==> config.mk <==
export PLATFORM = sky130hd
export DESIGN_NAME = mem_stage
export DESIGN_NICKNAME = d
export VERILOG_FILES = /design/src/rtl/mem_stage.sv
export SDC_FILE = /design/constraint.sdc
export NUM_CORES = 1
export LEC_CHECK = 0
export CAP_MARGIN = 20
export CORE_MARGIN = 2
export CORE_UTILIZATION = 30
export CTS_CLUSTER_DIAMETER = 80
export DETAILED_ROUTE_END_ITERATION = 6
export HOLD_SLACK_MARGIN = 0.05
export PLACE_DENSITY = 0.75
export SLEW_MARGIN = 15
export SYNTH_ARGS = -nofsm -noshare
export SYNTH_HDL_FRONTEND = slang
export SYNTH_SLANG_ARGS = --single-unit
==> constraint.sdc <==
create_clock -name clk -period 6.9 [get_ports clk]
set_input_delay 1.38 -clock clk [delete_from_list [all_inputs] [get_ports clk]]
set_output_delay 1.38 -clock clk [all_outputs]
set_load 0.01 [all_outputs]
==> src/rtl/mem_stage.sv <==
// MEM pipeline stage: drives the data bus for loads and stores, extracts and extends
// load data, and stalls the upstream pipeline until the access completes.
module mem_stage (
    input  logic        clk,
    input  logic        rst,
    input  logic        mem_valid,
    input  logic [31:0] mem_pc,
    input  logic [31:0] mem_alu_result,
    input  logic [31:0] mem_store_data,
    input  logic        mem_mem_read,
    input  logic        mem_mem_write,
    input  logic [2:0]  mem_funct3,
    output logic        dbus_req,
    output logic        dbus_we,
    output logic [31:0] dbus_addr,
    output logic [31:0] dbus_wdata,
    output logic [3:0]  dbus_wstrb,
    input  logic        dbus_gnt,
    input  logic        dbus_rvalid,
    input  logic [31:0] dbus_rdata,
    output logic [31:0] mem_wb_candidate,
    output logic [31:0] mem_load_data,
    output logic        mem_stall,
    output logic        mem_misaligned
);

    typedef enum logic [1:0] {IDLE, REQ, WAIT, DONE} state_t;

    state_t      state;
    logic [31:0] load_buf;

    logic        is_load;
    logic        is_store;
    logic        access;
    logic        legal_f3;
    logic        sz_byte;
    logic        sz_half;
    logic        sz_word;
    logic        misaligned;
    logic        go;
    logic [1:0]  a;
    logic [7:0]  rd_byte;
    logic [15:0] rd_half;
    logic [31:0] load_ext;

    // The PC travels with the instruction but this stage has no use for it.
    logic        unused_pc;
    assign unused_pc = ^mem_pc;

    assign a        = mem_alu_result[1:0];
    assign is_load  = mem_mem_read;
    assign is_store = mem_mem_write & ~mem_mem_read;
    assign access   = mem_valid & (mem_mem_read | mem_mem_write);

    always_comb begin
        sz_byte  = 1'b0;
        sz_half  = 1'b0;
        sz_word  = 1'b0;
        legal_f3 = 1'b1;
        case (mem_funct3)
            3'b000:  sz_byte = 1'b1;
            3'b001:  sz_half = 1'b1;
            3'b010:  sz_word = 1'b1;
            3'b100: begin
                sz_byte  = 1'b1;
                legal_f3 = is_load;
            end
            3'b101: begin
                sz_half  = 1'b1;
                legal_f3 = is_load;
            end
            default: legal_f3 = 1'b0;
        endcase
    end

    assign misaligned     = ~legal_f3 | (sz_half & a[0]) | (sz_word & (a != 2'b00));
    assign mem_misaligned = access & misaligned;
    assign go             = access & ~misaligned;

    assign dbus_addr = {mem_alu_result[31:2], 2'b00};
    assign dbus_we   = mem_valid & is_store;

    always_comb begin
        dbus_wstrb = 4'b0000;
        dbus_wdata = 32'h0;
        if (is_store) begin
            if (sz_byte) begin
                dbus_wstrb = 4'b0001 << a;
                dbus_wdata = {4{mem_store_data[7:0]}};
            end else if (sz_half) begin
                dbus_wstrb = 4'b0011 << a;
                dbus_wdata = {2{mem_store_data[15:0]}};
            end else if (sz_word) begin
                dbus_wstrb = 4'b1111;
                dbus_wdata = mem_store_data;
            end
        end
    end

    // REQ holds the request regardless of inputs; upstream keeps them frozen meanwhile.
    assign dbus_req  = rst & (((state == IDLE) & go) | (state == REQ));
    assign mem_stall = ((state == IDLE) & go) | (state == REQ) | (state == WAIT);

    assign mem_load_data    = (state == DONE) ? load_buf : 32'h0;
    assign mem_wb_candidate = mem_alu_result;

    always_comb begin
        case (a)
            2'd0:    rd_byte = dbus_rdata[7:0];
            2'd1:    rd_byte = dbus_rdata[15:8];
            2'd2:    rd_byte = dbus_rdata[23:16];
            default: rd_byte = dbus_rdata[31:24];
        endcase
        rd_half = a[1] ? dbus_rdata[31:16] : dbus_rdata[15:0];
        case (mem_funct3[1:0])
            2'b00:   load_ext = {{24{~mem_funct3[2] & rd_byte[7]}}, rd_byte};
            2'b01:   load_ext = {{16{~mem_funct3[2] & rd_half[15]}}, rd_half};
            default: load_ext = dbus_rdata;
        endcase
    end

    always_ff @(posedge clk or negedge rst) begin
        if (!rst) begin
            state    <= IDLE;
            load_buf <= 32'h0;
        end else begin
            case (state)
                IDLE: begin
                    if (go) begin
                        if (dbus_gnt) state <= is_store ? DONE : WAIT;
                        else          state <= REQ;
                    end
                end
                REQ: begin
                    if (dbus_gnt) state <= is_store ? DONE : WAIT;
                end
                WAIT: begin
                    if (dbus_rvalid) begin
                        load_buf <= load_ext;
                        state    <= DONE;
                    end
                end
                default: state <= IDLE;
            endcase
        end
    end

endmodule
* Word level (Yosys, flattened, before mapping)
Index checks and enable logic that the tools add are counted.
** Storage, ports and cells
- Bits in registers :: 34
- Latch bits :: 0
- RAM bits :: 0
- ROM bits :: 0
- Input bits :: 138
- Output and inout bits :: 136
- Memories :: 0
** Operators by class
- Add/subtract/negate cells :: 0
- Multipliers :: 0
- Div/mod/pow operators :: 0
- $lt $le $gt $ge :: 0
- Eq/ne operators :: 13
- Shift-type cells :: 2
- Muxes and demuxes :: 22
- Bitwise gates (word level) :: 20
- Reductions and logical operators :: 11
** Operators with widths (count)
- 32-bit 2-to-1 mux :: 5
- 32-bit case mux with 2 select lines :: 1
- 8-bit case mux with 3 select lines :: 1
- 16-bit 2-to-1 mux :: 1
- 4-bit 2-to-1 mux :: 4
- 1-bit AND :: 11
- 2-bit 2-to-1 mux :: 4
- 2-bit by 1-bit == test with 1-bit output, second input constant :: 3
- 2-bit == test, second input constant :: 3
- 3-bit == test, second input constant :: 2
- 2-bit logical NOT :: 3
- 2-bit != test, second input constant :: 3
- 2-bit case mux with 3 select lines :: 1
- 2-bit OR reduction :: 3
- 1-bit OR :: 5
- 1-bit 2-to-1 mux :: 4
- 1-bit inverter :: 4
- 1-bit by 2-bit << shifter with 4-bit output, first input constant :: 1
- 2-bit by 2-bit << shifter with 4-bit output, first input constant :: 1
- 3-bit by 1-bit == test with 1-bit output, second input constant :: 1
- 3-bit by 2-bit == test with 1-bit output, second input constant :: 1
- 3-bit logical NOT :: 1
- 3-bit AND reduction :: 1
- 3-bit OR reduction :: 1
- 3 further kinds :: 3

* Depth between registers and ports, before layout
- Word-level depth :: 11
- Mapped depth :: 9

* Least setup slack after synthesis
No wires, ideal clock.
- Path type :: input-to-output
- From :: in mem_alu_result[1]
- To :: out dbus_req
- Data arrival time :: 2.799 ns
- Data required time :: 5.520 ns
- Slack :: 2.721 ns
- Stages on the path :: 8
- Path through :: inv_1 clkbuf_1 ha_1 buf_6 nor3b_4 o221a_1 a21oi_1 nor2b_1
** Between the ends
- Longest elaborated chain between the ends :: 8
** RTL lines
- start, declared :: RTL line 8 : input logic [31:0] mem_alu_result,
- 2-bit nonzero test :: RTL line 76 : assign misaligned = ~legal_f3 | (sz_half & a[0]) | (sz_word & (a != 2'b00));
- 1-bit AND :: RTL line 76
- 1-bit OR :: RTL line 76
- 1-bit inverter :: RTL line 78 : assign go = access & ~misaligned;
- 1-bit AND :: RTL line 78
- 1-bit AND :: RTL line 101 : assign dbus_req = rst & (((state == IDLE) & go) | (state == REQ));
- 1-bit OR :: RTL line 101
- 1-bit AND :: RTL line 101
- end, declared :: RTL line 13 : output logic dbus_req,
Every way passes these cells.

* Worst setup path in the final report
Ends and elaborated chain as after synthesis.

==> results.toml <==
[sta]
fin_ws_ns = 1.31
setup_tns_ns = 0
setup_viol = 0
rsz0062_at_grt = "no"
worstMarginPinSlew_ns = 0.929
drv_slew = 0
post-route-period-util_pct = 81.0
slew_headroom_pct = 37.9
fmax_ghz = 0.179
hold_viol = 0
finClkSkew_ns = 0.00616
period_minus_slack_ns = 5.59
holdWs_ns = 0.489

[setup_path]
path_delay_family = "buffers and inverters"
r2r-end = "load_buf[17]$_DFFE_PN0P_"
critPathBufInv = 4
crit_type = "in2out"
cp-end-kind = "primary output"
reg2reg_from = "state[0]$_DFFE_PN0P_"
crit_slowest_cell = "clkdlybuf4s50_1"
ff2ff_path_depth = 6
max_stage_delay_ns = 0.55
cp-start-kind = "input pin"
required_ns = 5.52
rrSetupSlack_ns = 4.58
cp.arrival_ns = 4.21
cp_max_fo = 16
crit_top_cell = "clkdlybuf4s50_1"
cp_cell_sequence = "clkdlybuf4s50_1, buf_4, inv_1, ha_1, nor3b_4, o221a_1, a21oi_1, nor2b_1, clkdlybuf4s50_1"

[route]
vias = 3511
drcViolationCount = 0
maxUsedRoutingLayer = "met4"
met3_length_mm = 1.00
wire_per_inst_um = 19.0
ant_nets = 0
dr.pass1.iters = 5
wl_met2_mm = 6.22
drtIter0Drc = 194
routed_via_density = 5.26
routed_wl_mm = 12.7
met1Wirelength_mm = 5.19

[synthesis]
postSynthAreaPerCell_um2 = 7.53
synthCells = 459
synth_seq_area_share_pct = 24.6
synth_cell_type_count = 40
synth_top_cell_area_share_pct = 24.6
ys_ff_latch = 34
synthFlopType = "dfrtp_1"
async_flop_share_pct = 100
syn_area_um2 = 3460
synth_edf_count = 0
yosysTopAreaCell = "dfrtp_1"
ys_top_cells_by_area = "dfrtp_1 (25%), buf_4 (14%), a21oi_1 (8.1%)"
ys_warn_count = 0

[floorplan]
core.rowCount = 39
die_h_um = 111
num_io_pins = 274
core_um2 = 11300
start_util_pct = 30.5
die_x_um = 111
dieArea_um2 = 12400

[place]
dp_hpwl_mm = 9.68
placed_cells = 659
finalWeightedCongestion = 0.855
pre_cts_ws_ns = 1.33
portBuffers = 149

[clocking]
clockRootBuffer = "clkbuf_16"
clk_latency_ns = 0.28
clock-sinks = 34
holdBufCountCts = 0
cts_inserted_buffers = 5
cts_tree = "done"
cts-resized-gates = 0
clock_path_buffers = 2
htree_levels = 2
cts_setup_buffers = 0
path_clk_slew_ns = 0.05

[layout]
n_antenna_cell = 0
drive_gt1_share_pct = 4.57
syn2layout_area_growth_pct = 36.1
final_cell_count_no_fill = 668
fin_nets = 671

[grt]
track_usage_pct = 19.5
antenna_found_initial = 0
grt_pass1_wl_mm = 19.3
grt_overflow = 0
grt_pass1_vias = 3522
grt_max_degree = 46

[worst_hold_path]
min_to = "load_buf[30]$_DFFE_PN0P_"
hold_class = "reg2reg"
hold_path_depth = 2
worstHoldStart = "load_buf[30]$_DFFE_PN0P_"

[power]
power-per-cell-area_nw_per_um2 = 258
power.leakage_nw = 1.93
finalPower_mw = 1.21
peakVddDrop_uv = 129

[run]
max_cap_viol_count = 0

[status]
status = "finished, final reports clean"
## flip-flops by register name, indices dropped and copies added (netlist names)
register	cells
state	2
load_buf	32
## cells in the mapped netlist (4+ instances only)
cell type  number
buf_4          64
nand3b_1        8
o21ai_1         4
mux2i_1        18
o22ai_1         8
o21a_1          6
nor2b_1         4
inv_1          11
a22oi_1         8
a21oi_1        56
buf_2          14
a222oi_1        6
and3_1          8
o21ai_0        23
dfrtp_1        34
and2_1         34
nand3_1        15
ha_1            9
nand2_1        37
nor2_1         44
a22o_1          7
clkbuf_1       16
## cell usage in the layout, fill, tap and decap left out, types with 2 or more instances in the layout
master,n
o22ai_1,8
o21ai_2,2
nand2_1,37
mux2i_1,18
nor2_1,44
clkbuf_16,5
o21ai_0,23
nor3_1,2
inv_1,11
a22oi_1,8
nand3_1,15
and3_1,8
dfrtp_1,34
nor2b_1,4
o21a_1,6
clkdlybuf4s50_1,148
a222oi_1,6
nand3b_1,8
nand2b_1,2
ha_1,9
and2_1,34
a22o_1,7
a221oi_1,2
o21ai_1,4
mux2_4,2
buf_4,6
a21oi_1,56
conb_1,2
clkbuf_8,3
## per-layer routing
metal,global-route usage [%],vias up
met1,24.2,1635
li1,-,1651
met3,5.23,27
met5,0,-
met4,5.02,0
met2,33.5,198
## worst max path at each step
stage | startpoint | endpoint | depth (start not counted)
finish | mem_alu_result[1] | dbus_req | 9
global route | mem_mem_write | dbus_wdata[13] | 5
CTS | mem_alu_result[1] | dbus_req | 9
detailed placement | mem_alu_result[1] | dbus_req | 9
global placement | mem_alu_result[1] | dbus_req | 9
floorplan | mem_alu_result[1] | dbus_req | 8
## report_power, final
part | internal [mW] | total, mW | leakage (nW) | switching (mW)
Combinational | 0.310 | 0.608 | 1.45 | 0.298
Clock | 0.163 | 0.246 | 0.0832 | 0.0822
Sequential | 0.303 | 0.359 | 0.401 | 0.0559
## logic make-up after synthesis
| family | synth area share [%] |
|---|---|
| mux | 6.41 |
| flops | 24.6 |
| buf+inv | 19.5 |
| compound gates | 23.7 |
| other cells | 0.108 |
| fa+ha+maj | 3.26 |
| simple gates | 22.4 |
## area by class of cell
class                      count  area, µm²
clock buffer                   8        166
tap                          143        179
timing repair buffer         155       1530
fill                        1171       6620
multi-input combinational    317       1940
sequential                    34        851
inverter                      11       41.3
## metrics by stage
stage | util, % | cell area [µm²]
floorplan | - | 3460
global placement | 40.0 | 4530
detailed placement | 40.0 | 4530
CTS | 41.5 | 4700
global route | 41.6 | 4700
finish | 41.6 | 4700
## worst min-delay path, stage by stage, from the launching register on
cell and delay [ns]:
dfrtp_1 0.34, nand2_1 0.05, nand3_1 0.07
(Power assumes the default switching activity.)
